### src/rtl/seg_scan_mux.sv
// Time-multiplexed seven-segment scanner: one digit per slot, with a dark guard
// at each slot start, per-digit blanking, decimal points and frame-based blinking.
module seg_scan_mux #(
  parameter int NUM_DIGITS   = 5,
  parameter int SCAN_DIV     = 50000,
  parameter int GUARD_CYCLES = 2,
  parameter int BLINK_DIV    = 64
) (
  input  logic                      clk,
  input  logic                      rst,
  input  logic [4*NUM_DIGITS-1:0]   digit_vals,
  input  logic [NUM_DIGITS-1:0]     digit_en,
  input  logic [NUM_DIGITS-1:0]     blink_mask,
  input  logic [NUM_DIGITS-1:0]     dp_mask,
  output logic [NUM_DIGITS-1:0]     SEG_SEL,
  output logic [7:0]                SEG_DATA,
  output logic                      frame_tick
);

  localparam int DIV_W   = (SCAN_DIV > 1)   ? $clog2(SCAN_DIV)   : 1;
  localparam int SLOT_W  = (NUM_DIGITS > 1) ? $clog2(NUM_DIGITS) : 1;
  localparam int FRAME_W = (BLINK_DIV > 1)  ? $clog2(BLINK_DIV)  : 1;

  localparam logic [DIV_W-1:0]   DIV_LAST   = DIV_W'(SCAN_DIV - 1);
  localparam logic [DIV_W-1:0]   GUARD_V    = DIV_W'(GUARD_CYCLES);
  localparam logic [SLOT_W-1:0]  SLOT_LAST  = SLOT_W'(NUM_DIGITS - 1);
  localparam logic [FRAME_W-1:0] FRAME_LAST = FRAME_W'(BLINK_DIV - 1);

  function automatic logic [6:0] enc7(input logic [3:0] n);
    case (n)
      4'h0: enc7 = 7'h3F;  4'h1: enc7 = 7'h06;  4'h2: enc7 = 7'h5B;  4'h3: enc7 = 7'h4F;
      4'h4: enc7 = 7'h66;  4'h5: enc7 = 7'h6D;  4'h6: enc7 = 7'h7D;  4'h7: enc7 = 7'h07;
      4'h8: enc7 = 7'h7F;  4'h9: enc7 = 7'h6F;  4'hA: enc7 = 7'h77;  4'hB: enc7 = 7'h7C;
      4'hC: enc7 = 7'h39;  4'hD: enc7 = 7'h5E;  4'hE: enc7 = 7'h79;  default: enc7 = 7'h71;
    endcase
  endfunction

  logic [DIV_W-1:0]      div_q, div_d;
  logic [SLOT_W-1:0]     slot_q, slot_d;
  logic [FRAME_W-1:0]    frame_q, frame_d;
  logic                  phase_q, phase_d;
  logic                  vis_q, vis_d;
  logic [NUM_DIGITS-1:0] sel_q, sel_d;
  logic [7:0]            data_q, data_d;
  logic                  tick_q, tick_d;

  logic                  load;
  logic [3:0]            nib;
  logic                  en_k, blink_k, dp_k, vis_new;
  logic [NUM_DIGITS-1:0] onehot;

  always_comb begin
    load   = (div_q == DIV_LAST);
    div_d  = load ? '0 : div_q + 1'b1;
    slot_d = slot_q;
    if (load) slot_d = (slot_q == SLOT_LAST) ? '0 : slot_q + 1'b1;

    // Blink phase advances on the slot-0 load so the whole new frame sees it.
    frame_d = frame_q;
    phase_d = phase_q;
    tick_d  = load && (slot_d == '0);
    if (tick_d) begin
      if (frame_q == FRAME_LAST) begin
        frame_d = '0;
        phase_d = ~phase_q;
      end else begin
        frame_d = frame_q + 1'b1;
      end
    end

    nib     = '0;
    en_k    = 1'b0;
    blink_k = 1'b0;
    dp_k    = 1'b0;
    onehot  = '0;
    for (int k = 0; k < NUM_DIGITS; k++) begin
      if (slot_d == SLOT_W'(k)) begin
        nib       = digit_vals[4*k +: 4];
        en_k      = digit_en[k];
        blink_k   = blink_mask[k];
        dp_k      = dp_mask[k];
        onehot[k] = 1'b1;
      end
    end
    vis_new = en_k & ~(blink_k & phase_d);

    // Inputs are captured only at the load edge; visibility is held for the guard release.
    vis_d  = vis_q;
    sel_d  = sel_q;
    data_d = data_q;
    if (load) begin
      vis_d  = vis_new;
      data_d = vis_new ? {dp_k, enc7(nib)} : 8'h00;
      sel_d  = (vis_new && GUARD_CYCLES == 0) ? onehot : '0;
    end else if (GUARD_CYCLES > 0 && div_d == GUARD_V) begin
      sel_d = vis_q ? onehot : '0;
    end
  end

  always_ff @(posedge clk) begin
    if (rst) begin
      div_q   <= '0;
      slot_q  <= SLOT_LAST;
      frame_q <= '0;
      phase_q <= 1'b0;
      vis_q   <= 1'b0;
      sel_q   <= '0;
      data_q  <= 8'h00;
      tick_q  <= 1'b0;
    end else begin
      div_q   <= div_d;
      slot_q  <= slot_d;
      frame_q <= frame_d;
      phase_q <= phase_d;
      vis_q   <= vis_d;
      sel_q   <= sel_d;
      data_q  <= data_d;
      tick_q  <= tick_d;
    end
  end

  assign SEG_SEL    = sel_q;
  assign SEG_DATA   = data_q;
  assign frame_tick = tick_q;

endmodule

### config.mk
export PLATFORM = sky130hd
export DESIGN_NAME = seg_scan_mux
export DESIGN_NICKNAME = d
export VERILOG_FILES = /design/src/rtl/seg_scan_mux.sv
export SDC_FILE = /design/constraint.sdc
export NUM_CORES = 1
export LEC_CHECK = 0
export BUFFER_PORTS_ARGS = -buffer_cell sky130_fd_sc_hd__buf_2
export CORE_MARGIN = 3
export CORE_UTILIZATION = 59
export CTS_CLUSTER_DIAMETER = 150
export DETAILED_ROUTE_END_ITERATION = 8
export GPL_TIMING_DRIVEN = 0
export PLACE_DENSITY = 0.88
export SETUP_SLACK_MARGIN = 0.15
export SYNTH_ARGS = -nofsm -noshare
export SYNTH_HDL_FRONTEND = slang
export SYNTH_SLANG_ARGS = --single-unit
### constraint.sdc
create_clock -name clk -period 5.45 [get_ports clk]
set_clock_uncertainty 0.05 [all_clocks]
set_input_delay 0.545 -clock clk [delete_from_list [all_inputs] [get_ports clk]]
set_output_delay 0.545 -clock clk [all_outputs]
set_load 0.01 [all_outputs]
==> flow_summary.yaml, run 1 <==
pwr:
  sw_frac_of_total: 0.224
  ir_worst_vdd_uv: 146
  intPower_mw: 0.475
  power_density_mw_per_mm2: 205
  p_clk_frac: 0.423
  p_leak_nw: 1.24
  combPwrFrac: 0.082
  power_switching_mw: 0.137
  seqPwrFrac: 0.496
logic_synthesis:
  ys_seq_area_frac: 0.321
  synth_edf_count: 0
  async_reset_ff_frac: 0
  syn_inst: 300
  ys.flop_type: "dfxtp_1"
  ys_ff_latch: 41
  ys_types: 59
  synthesis.area_mm2: 0.00256
  syn-num-nets: 347
  ys.warnings.count: 0
  avgSynthCellArea_um2: 8.53
setup_path:
  crit_family: "multiplexers"
  crit_fanout: 10
  required_ns: 5.59
  endpoint_kind: "flop"
  crit_slowest_cell: "mux2i_1"
  cp.arrival_ns: 4.03
  worstSetupPathType: "reg2reg"
  crit_chain: "buf_2 -> inv_2 -> ha_1 -> clkbuf_1 -> and3_1 -> a41oi_1 -> mux2i_1 -> nand2b_1 -> a32oi_1 -> ha_1 -> mux2_2 -> mux2i_1 -> o21ai_1"
  slowest_delay_ns: 0.58
  startpoint_type: "flop"
  cp_num_buf_inv: 3
sta:
  fin_crit_ns: 3.89
  hold_viol_final: 0
  fin_crit_sh: 0.714
  worst_pin_slew_ns: 0.760
  fmaxAchievable_mhz: 257
  max_slew_margin: 0.491
  layout_setup_ws_ns: 1.56
  slew_viol_final: 0
  holdWs_ns: 0.401
  setup_viol_count_final: 0
  rsz0062_at_grt: "no"
  setup-tns-final_ns: 0
floorplan:
  die_h_um: 71.9
  start_util: 0.626
  dieWidth_um: 71.9
  io_pins: 51
  rows: 23
  dieArea_mm2: 0.00516
  core_mm2: 0.00409
routing:
  vias_per_cell: 5.87
  drc: 0
  drtIter0Drc: 140
  ant_nets: 0
  num_vias: 2394
  wl_per_cell_um: 14.1
  firstDrtPassIters: 5
  wl_um: 5730
clocking:
  path_clk_slew_ns: 0.08
  cts_setup_buffers: 0
  cts_tree: "done"
  cts_max_level: 2
  cts.path.max_buffers: 2
  cts_made_buffers: 5
  cts_num_sinks: 41
  ctsResizeCount: 0
  cts_root_buf: "clkbuf_8"
  clkLatencyLatePin_ns: 0.30
  cts_hold_buffers: 0
flow_run:
  max_cap_violations: 0
layout:
  nFillCells: 309
  syn_to_final_growth_pct: 16.8
  final_cells: 408
  antenna_cells: 0
  drive_gt1_frac: 0.226
  final_util: 0.731
  layout.nets: 404
outcome:
  status: "completed"
placement:
  placed_cells: 400
  routabilityCongestion: 0.901
  pre_cts_ws_ns: 1.62
  io_buffers: 50
  hpwl_um: 4320
global_route:
  grt_pass1_vias: 2201
  grt_overflow: 0
  grt_max_degree: 13
  grtUsageTotal: 0.240
  grt_pass1_wl_um: 9980
  antenna_found_initial: 0
worst_hold_path:
  hp-class: "reg2reg"
-- synthesized netlist by cell type (all sizes together) (2+ instances only) --
library cell   n  share of area
dfxtp         41           0.32
nand2         35          0.051
nor2          31          0.045
xnor2         16          0.055
nand3         15          0.029
a21oi         14          0.027
nand2b        12          0.029
and3          11          0.029
ha            10          0.049
o21ai         10          0.024
clkbuf         8          0.012
inv            8          0.012
nor3           8          0.020
o31ai          8          0.025
buf            7          0.021
xor2           7          0.024
mux2i          6          0.023
a221oi         5          0.022
and4           5          0.017
nor4           4          0.021
a211oi         3         0.0088
a32oi          3          0.018
and2           3         0.0073
nand4          3         0.0098
nor2b          3         0.0073
a221o          2         0.0078
a22oi          2         0.0059
a41oi          2         0.0068
mux2           2         0.0088
o211ai         2         0.0078
o41ai          2          0.014
-- registers in the layout, summed over array words and instances, names as in the netlist --
register	count
slot_q	3
SEG_SEL	5
vis_q	1
frame_q	6
div_q	16
phase_q	1
frame_tick	1
SEG_DATA	8
-- worst reg2reg max path: stages, from the launching register on --
cell	delay (ns)
dfxtp_1	0.34
buf_2	0.19
inv_2	0.10
ha_1	0.32
clkbuf_1	0.39
and3_1	0.24
a41oi_1	0.04
mux2i_1	0.58
nand2b_1	0.12
a32oi_1	0.54
ha_1	0.36
mux2_2	0.27
mux2i_1	0.16
o21ai_1	0.07
-- through the flow --
stage               cell area (um^2)  power (mW)
floorplan                       2560       0.339
global placement                2870       0.359
detailed placement              2870       0.360
CTS                             2990       0.614
global route                    2990       0.634
finish                          2990       0.612
-- layout by cell type (no fill, tap or decap), drive strengths merged, types with 3 or more instances in the layout --
cell,count
o31ai,8
clkbuf,15
nor3,8
nand2b,12
mux2i,6
and2,3
xor2,7
inv,8
o21ai,10
nor4,4
nor2,31
nand2,35
a221oi,5
xnor2,16
a211oi,3
nor2b,3
a32oi,3
buf,57
and3,11
nand3,15
a21oi,14
and4,5
dfxtp,41
ha,10
nand4,3
-- layout make-up --
cell class	instances	area [um^2]	area share
Multi-Input combinational cell	236	1620	0.544
Sequential cell	41	821	0.275
Timing Repair Buffer	50	250	0.0838
Clock buffer	7	86.3	0.0289
Buffer	15	83.8	0.0281
Tap cell	50	62.6	0.0209
Clock inverter	1	30.0	0.0101
Inverter	8	30.0	0.0101
-- power by group through the flow --
stage,clock [mW],sequential (mW),combinational [mW]
floorplan,0,0.310,0.0294
global placement,0,0.310,0.0483
detailed placement,0,0.311,0.0495
CTS,0.261,0.303,0.0501
global route,0.274,0.304,0.0559
finish,0.259,0.304,0.0501
-- metal layers --
layer | track usage | part of all wire | vias to the layer above | wire length, um
met1 | 0.311 | 0.45 | 1124 | 2570
met2 | 0.393 | 0.48 | 72 | 2730
met4 | 0.0856 | 0.015 | 0 | 84
met3 | 0.0533 | 0.062 | 8 | 356
met5 | 0 | 0 | - | 0
li1 | - | - | 1190 | -
-- final timing paths --
| path | slack (ns) | cells past startpoint | from | endpoint |
|---|---|---|---|---|
| setup / recovery | 1.56 | 13 | slot_q[0]$_SDFF_PP0_ | SEG_DATA[3]$_SDFFE_PP0N_ |
| hold / removal | 0.40 | 2 | SEG_DATA[3]$_SDFFE_PP0N_ | SEG_DATA[3]$_SDFFE_PP0N_ |
| setup reg to reg | 1.56 | 13 | slot_q[0]$_SDFF_PP0_ | SEG_DATA[3]$_SDFFE_PP0N_ |
| hold reg to reg | 0.40 | 2 | SEG_DATA[3]$_SDFFE_PP0N_ | SEG_DATA[3]$_SDFFE_PP0N_ |
-- logic make-up after synthesis --
family	count (synthesis)	synth area share
simple gates	137	0.290
compound gates	58	0.185
flops	41	0.321
xor+xnor	23	0.0787
buf+inv	23	0.0445
fa+ha+maj	10	0.0489
mux	8	0.0323
Note: power is estimated with default switching activity, not from simulation.
==> run 2, diff against run 1 <==
CORE_UTILIZATION = 50   (was 59)
PLACE_DENSITY = 0.79   (was 0.88)
clock period = 3.5 ns   (was 5.45 ns; I/O delays follow)
==> flow_summary.yaml, run 2 (synthesized netlist as in run 1, its figures left out) <==
global_route:
  antenna_found_initial: 0
  grt_max_degree: 13
  grt_overflow: 0
  grtUsageTotal: 0.205
  grt_pass1_vias: 2213
  grt_pass1_wl_um: 10100
pwr:
  ir_worst_vdd_uv: 214
  power_mw: 0.899
  power_density_mw_per_mm2: 282
  p_leak_nw: 1.30
sta:
  layout_setup_ws_ns: 0.303
  setup_viol_count_final: 0
  fmaxAchievable_mhz: 313
  slew_viol_final: 0
  hold_viol_final: 0
  setup-tns-final_ns: 0
  worst_pin_slew_ns: 0.686
  max_slew_margin: 0.539
  fin_crit_ns: 3.20
  rsz0062_at_grt: "no"
  fin_crit_sh: 0.914
setup_path:
  worstSetupPathType: "reg2reg"
  required_ns: 3.63
  cp.arrival_ns: 3.33
  regToRegSetupSlack_ns: 0.30
  endpoint_kind: "flop"
  startpoint_type: "flop"
  crit_fanout: 8
placement:
  io_buffers: 50
  pre_cts_ws_ns: -0.394
  placed_area_mm2: 0.00289
  routabilityCongestion: 0.912
  hpwl_um: 4320
layout:
  drive_gt1_frac: 0.299
  nFillCells: 382
  final_cell_mix: "52 x buf_2, 38 x dfxtp_1, 35 x nand2_1"
  top_register: "div_q"
  antenna_cells: 0
  largest_reg_flops: 16
  final_common_cell: "buf_2"
  post-route-cell-area_mm2: 0.00318
  syn_to_final_growth_pct: 24.4
  layout.nets: 411
routing:
  wl_um: 6050
  wl_per_cell_um: 14.0
  firstDrtPassIters: 4
  vias_per_cell: 5.46
  num_vias: 2360
  ant_nets: 0
  drtIter0Drc: 63
  drc: 0
floorplan:
  start_util: 0.528
  rows: 25
  dieWidth_um: 77.5
  dieArea_mm2: 0.00601
  io_pins: 51
  die_h_um: 77.5
  core_mm2: 0.00485
clocking:
  clkLatencyLatePin_ns: 0.29
  cts_max_level: 2
  cts_tree: "done"
  cts_made_buffers: 5
  cts_root_buf: "clkbuf_8"
  path_clk_slew_ns: 0.08
  cts_num_sinks: 41
  cts.path.max_buffers: 2
flow_run:
  max_cap_violations: 0
outcome:
  status: "completed"
worst_hold_path:
  hp-class: "in2reg"
-- run 2: where the power goes --
group	leakage, nW	switching [mW]	internal [mW]
clock	0.0542	0.162	0.178
combinational	0.913	0.0412	0.0438
sequential	0.332	0.00378	0.469
total	1.30	0.207	0.691
-- run 2: what timing repair did --
| action | CTS | global route |
|---|---|---|
| buffers inserted | 1 | 6 |
| hold buffers | 0 | 0 |
| resized for setup | 9 | 23 |
| pin swaps | 1 | 5 |
| endpoints found under the setup margin | 8 | 13 |
-- run 2: cell type report --
cell class                      count  area, um^2  share of cell area
Buffer                             15        91.3              0.0287
Clock buffer                        7        96.3              0.0303
Clock inverter                      1        5.00             0.00157
Inverter                            8        30.0             0.00943
Multi-Input combinational cell    236        1750               0.550
Sequential cell                    41         825               0.259
Tap cell                           67        83.8              0.0263
Timing Repair Buffer               57         303              0.0951
-- run 2: stage by stage --
stage / hold WS, ns / utilization / cells
3_5_place_dp: 0.386 / 0.597 / 417
4_1_cts: 0.279 / 0.629 / 426
2_1_floorplan: 0.379 / - / 300
5_1_grt: 0.289 / 0.657 / 432
3_3_place_gp: 0.384 / 0.597 / 417
6_report: 0.289 / 0.657 / 432
-- run 2: per-layer routing --
metal	up-vias	routed length (um)	share of wire	global-route usage
li1	1207	-	-	-
met1	1086	2730	0.45	0.261
met2	61	2920	0.48	0.351
met3	6	334	0.055	0.0429
met4	0	71	0.012	0.0534
met5	-	0	0	0
-- run 2: critical path: stages (launching register included) --
cell and delay, ns:
dfxtp_1 0.34, clkbuf_4 0.20, inv_2 0.09, ha_2 0.23, a32oi_2 0.29, nor3_4 0.10, or2_1 0.23, buf_6 0.14
a221o_1 0.38, a32oi_4 0.33, ha_4 0.25, mux2_2 0.26, mux2i_1 0.13, o21ai_1 0.07
-- run 2: final timing paths --
path              depth (start not counted)                       end                     start
setup reg to reg                         13  SEG_DATA[3]$_SDFFE_PP0N_      slot_q[0]$_SDFF_PP0_
hold / removal                            2     frame_tick$_SDFF_PP0_                       rst
setup / recovery                         13  SEG_DATA[3]$_SDFFE_PP0N_      slot_q[0]$_SDFF_PP0_
hold reg to reg                           2  SEG_DATA[3]$_SDFFE_PP0N_  SEG_DATA[3]$_SDFFE_PP0N_
==> run 3, diff against run 2 <==
CORE_ASPECT_RATIO = 1.5   (was default)
==> flow_summary.yaml, run 3 (synthesized netlist as in run 1, its figures left out) <==
pwr:
  p_clk_frac: 0.416
  combPwrFrac: 0.092
  power_mw: 0.964
  seqPwrFrac: 0.492
  ir_worst_vdd_uv: 215
  power_switching_mw: 0.217
  p_leak_nw: 1.35
  sw_frac_of_total: 0.225
  intPower_mw: 0.747
  power_density_mw_per_mm2: 294
clocking:
  cts_made_buffers: 5
  cts_num_sinks: 41
  cts.path.max_buffers: 2
  cts_root_buf: "clkbuf_8"
  path_clk_slew_ns: 0.08
  cts_tree: "done"
  cts_max_level: 2
  cts_hold_buffers: 0
  clkLatencyLatePin_ns: 0.29
layout:
  drive_gt1_frac: 0.311
  largest_reg_flops: 16
  antenna_cells: 0
  layout.nets: 419
  ff_latch_area_um2: 825
  syn_to_final_growth_pct: 28.2
  final_util: 0.671
  nFillCells: 405
  multi_input_comb_area_mm2: 0.00176
  post-route-cell-area_mm2: 0.00328
  final_cell_mix: "52 x buf_2, 38 x dfxtp_1, 35 x nand2_1"
  top_register: "div_q"
  final_common_cell: "buf_2"
worst_hold_path:
  hp-class: "in2reg"
routing:
  num_vias: 2428
  drc: 0
  drtIter0Drc: 98
  ant_nets: 0
  vias_per_cell: 5.53
  wl_um: 6370
  firstDrtPassIters: 4
  wl_per_cell_um: 14.5
global_route:
  grt_pass1_wl_um: 10400
  grt_pass1_vias: 2353
  grt_overflow: 0
  antenna_found_initial: 0
  grtUsageTotal: 0.215
  grt_max_degree: 14
setup_path:
  worstSetupPathType: "reg2reg"
  endpoint_kind: "flop"
  required_ns: 3.63
  crit_fanout: 10
  cp.arrival_ns: 3.35
  startpoint_type: "flop"
sta:
  holdWs_ns: 0.286
  fmaxAchievable_mhz: 311
  rsz0062_at_grt: "no"
  hold_viol_final: 0
  fin_crit_sh: 0.919
  slew_viol_final: 0
  fin_crit_ns: 3.22
  worst_pin_slew_ns: 0.674
  max_slew_margin: 0.547
  setup_viol_count_final: 0
floorplan:
  start_util: 0.524
  dieWidth_um: 64.4
  io_pins: 51
  core_mm2: 0.00489
  dieArea_mm2: 0.00603
  rows: 31
  die_h_um: 93.6
flow_run:
  max_cap_violations: 0
outcome:
  status: "completed"
placement:
  io_buffers: 50
  routabilityCongestion: 0.863
  hpwl_um: 4430
  placed_area_mm2: 0.00289
-- run 3: power by group through the flow --
stage	clock [mW]	combinational [mW]	sequential, mW
floorplan	0	0.0458	0.483
CTS	0.406	0.0783	0.472
global placement	0	0.0748	0.483
global route	0.429	0.0981	0.475
finish	0.401	0.0888	0.474
detailed placement	0	0.0768	0.484
-- run 3: metrics by stage --
stage / setup slack, ns / setup TNS, ns / std cells
after floorplan: 0.296 / 0 / 300
after global placement: -0.342 / -1.53 / 416
after detailed placement: -0.440 / -2.36 / 416
after CTS: 0.123 / 0 / 426
after global routing: 0.115 / 0 / 439
final: 0.283 / 0 / 439
-- run 3: timing repair --
action                     CTS  global route
setup endpoints to repair    8            13
pin swaps                    1             5
gates resized for setup      9            23
buffers inserted             2            13
-- run 3: final timing paths --
kind | to | depth (start not counted) | slack (ns) | startpoint
max | SEG_DATA[3]$_SDFFE_PP0N_ | 14 | 0.28 | slot_q[0]$_SDFF_PP0_
min | SEG_DATA[7]$_SDFFE_PP0N_ | 3 | 0.29 | dp_mask[4]
max reg2reg | SEG_DATA[3]$_SDFFE_PP0N_ | 14 | 0.28 | slot_q[0]$_SDFF_PP0_
min reg2reg | SEG_DATA[5]$_SDFFE_PP0N_ | 2 | 0.41 | SEG_DATA[5]$_SDFFE_PP0N_
-- run 3: layout make-up --
| class | count | share of cell area |
|---|---|---|
| Inverter | 8 | 0.00915 |
| Clock buffer | 6 | 0.0252 |
| Tap cell | 66 | 0.0252 |
| Buffer | 15 | 0.0278 |
| Sequential cell | 41 | 0.251 |
| Clock inverter | 2 | 0.0114 |
| Timing Repair Buffer | 65 | 0.114 |
| Multi-Input combinational cell | 236 | 0.535 |
-- run 3: metal layers --
metal / track usage / wire (um) / share of wire
met1: 0.243 / 2550 / 0.40
met5: 0 / 0 / 0
met3: 0.0373 / 283 / 0.044
met2: 0.384 / 3390 / 0.53
met4: 0.101 / 150 / 0.024
-- run 3: worst max-delay path: stages, from the launching register on --
cell	delay, ns
dfxtp_1	0.33
buf_4	0.17
inv_2	0.14
ha_2	0.31
clkbuf_4	0.20
and3_1	0.21
a41oi_2	0.21
mux2i_4	0.14
a22oi_1	0.19
and4_2	0.34
ha_1	0.25
inv_1	0.08
mux2_2	0.26
mux2i_1	0.15
o21ai_1	0.07
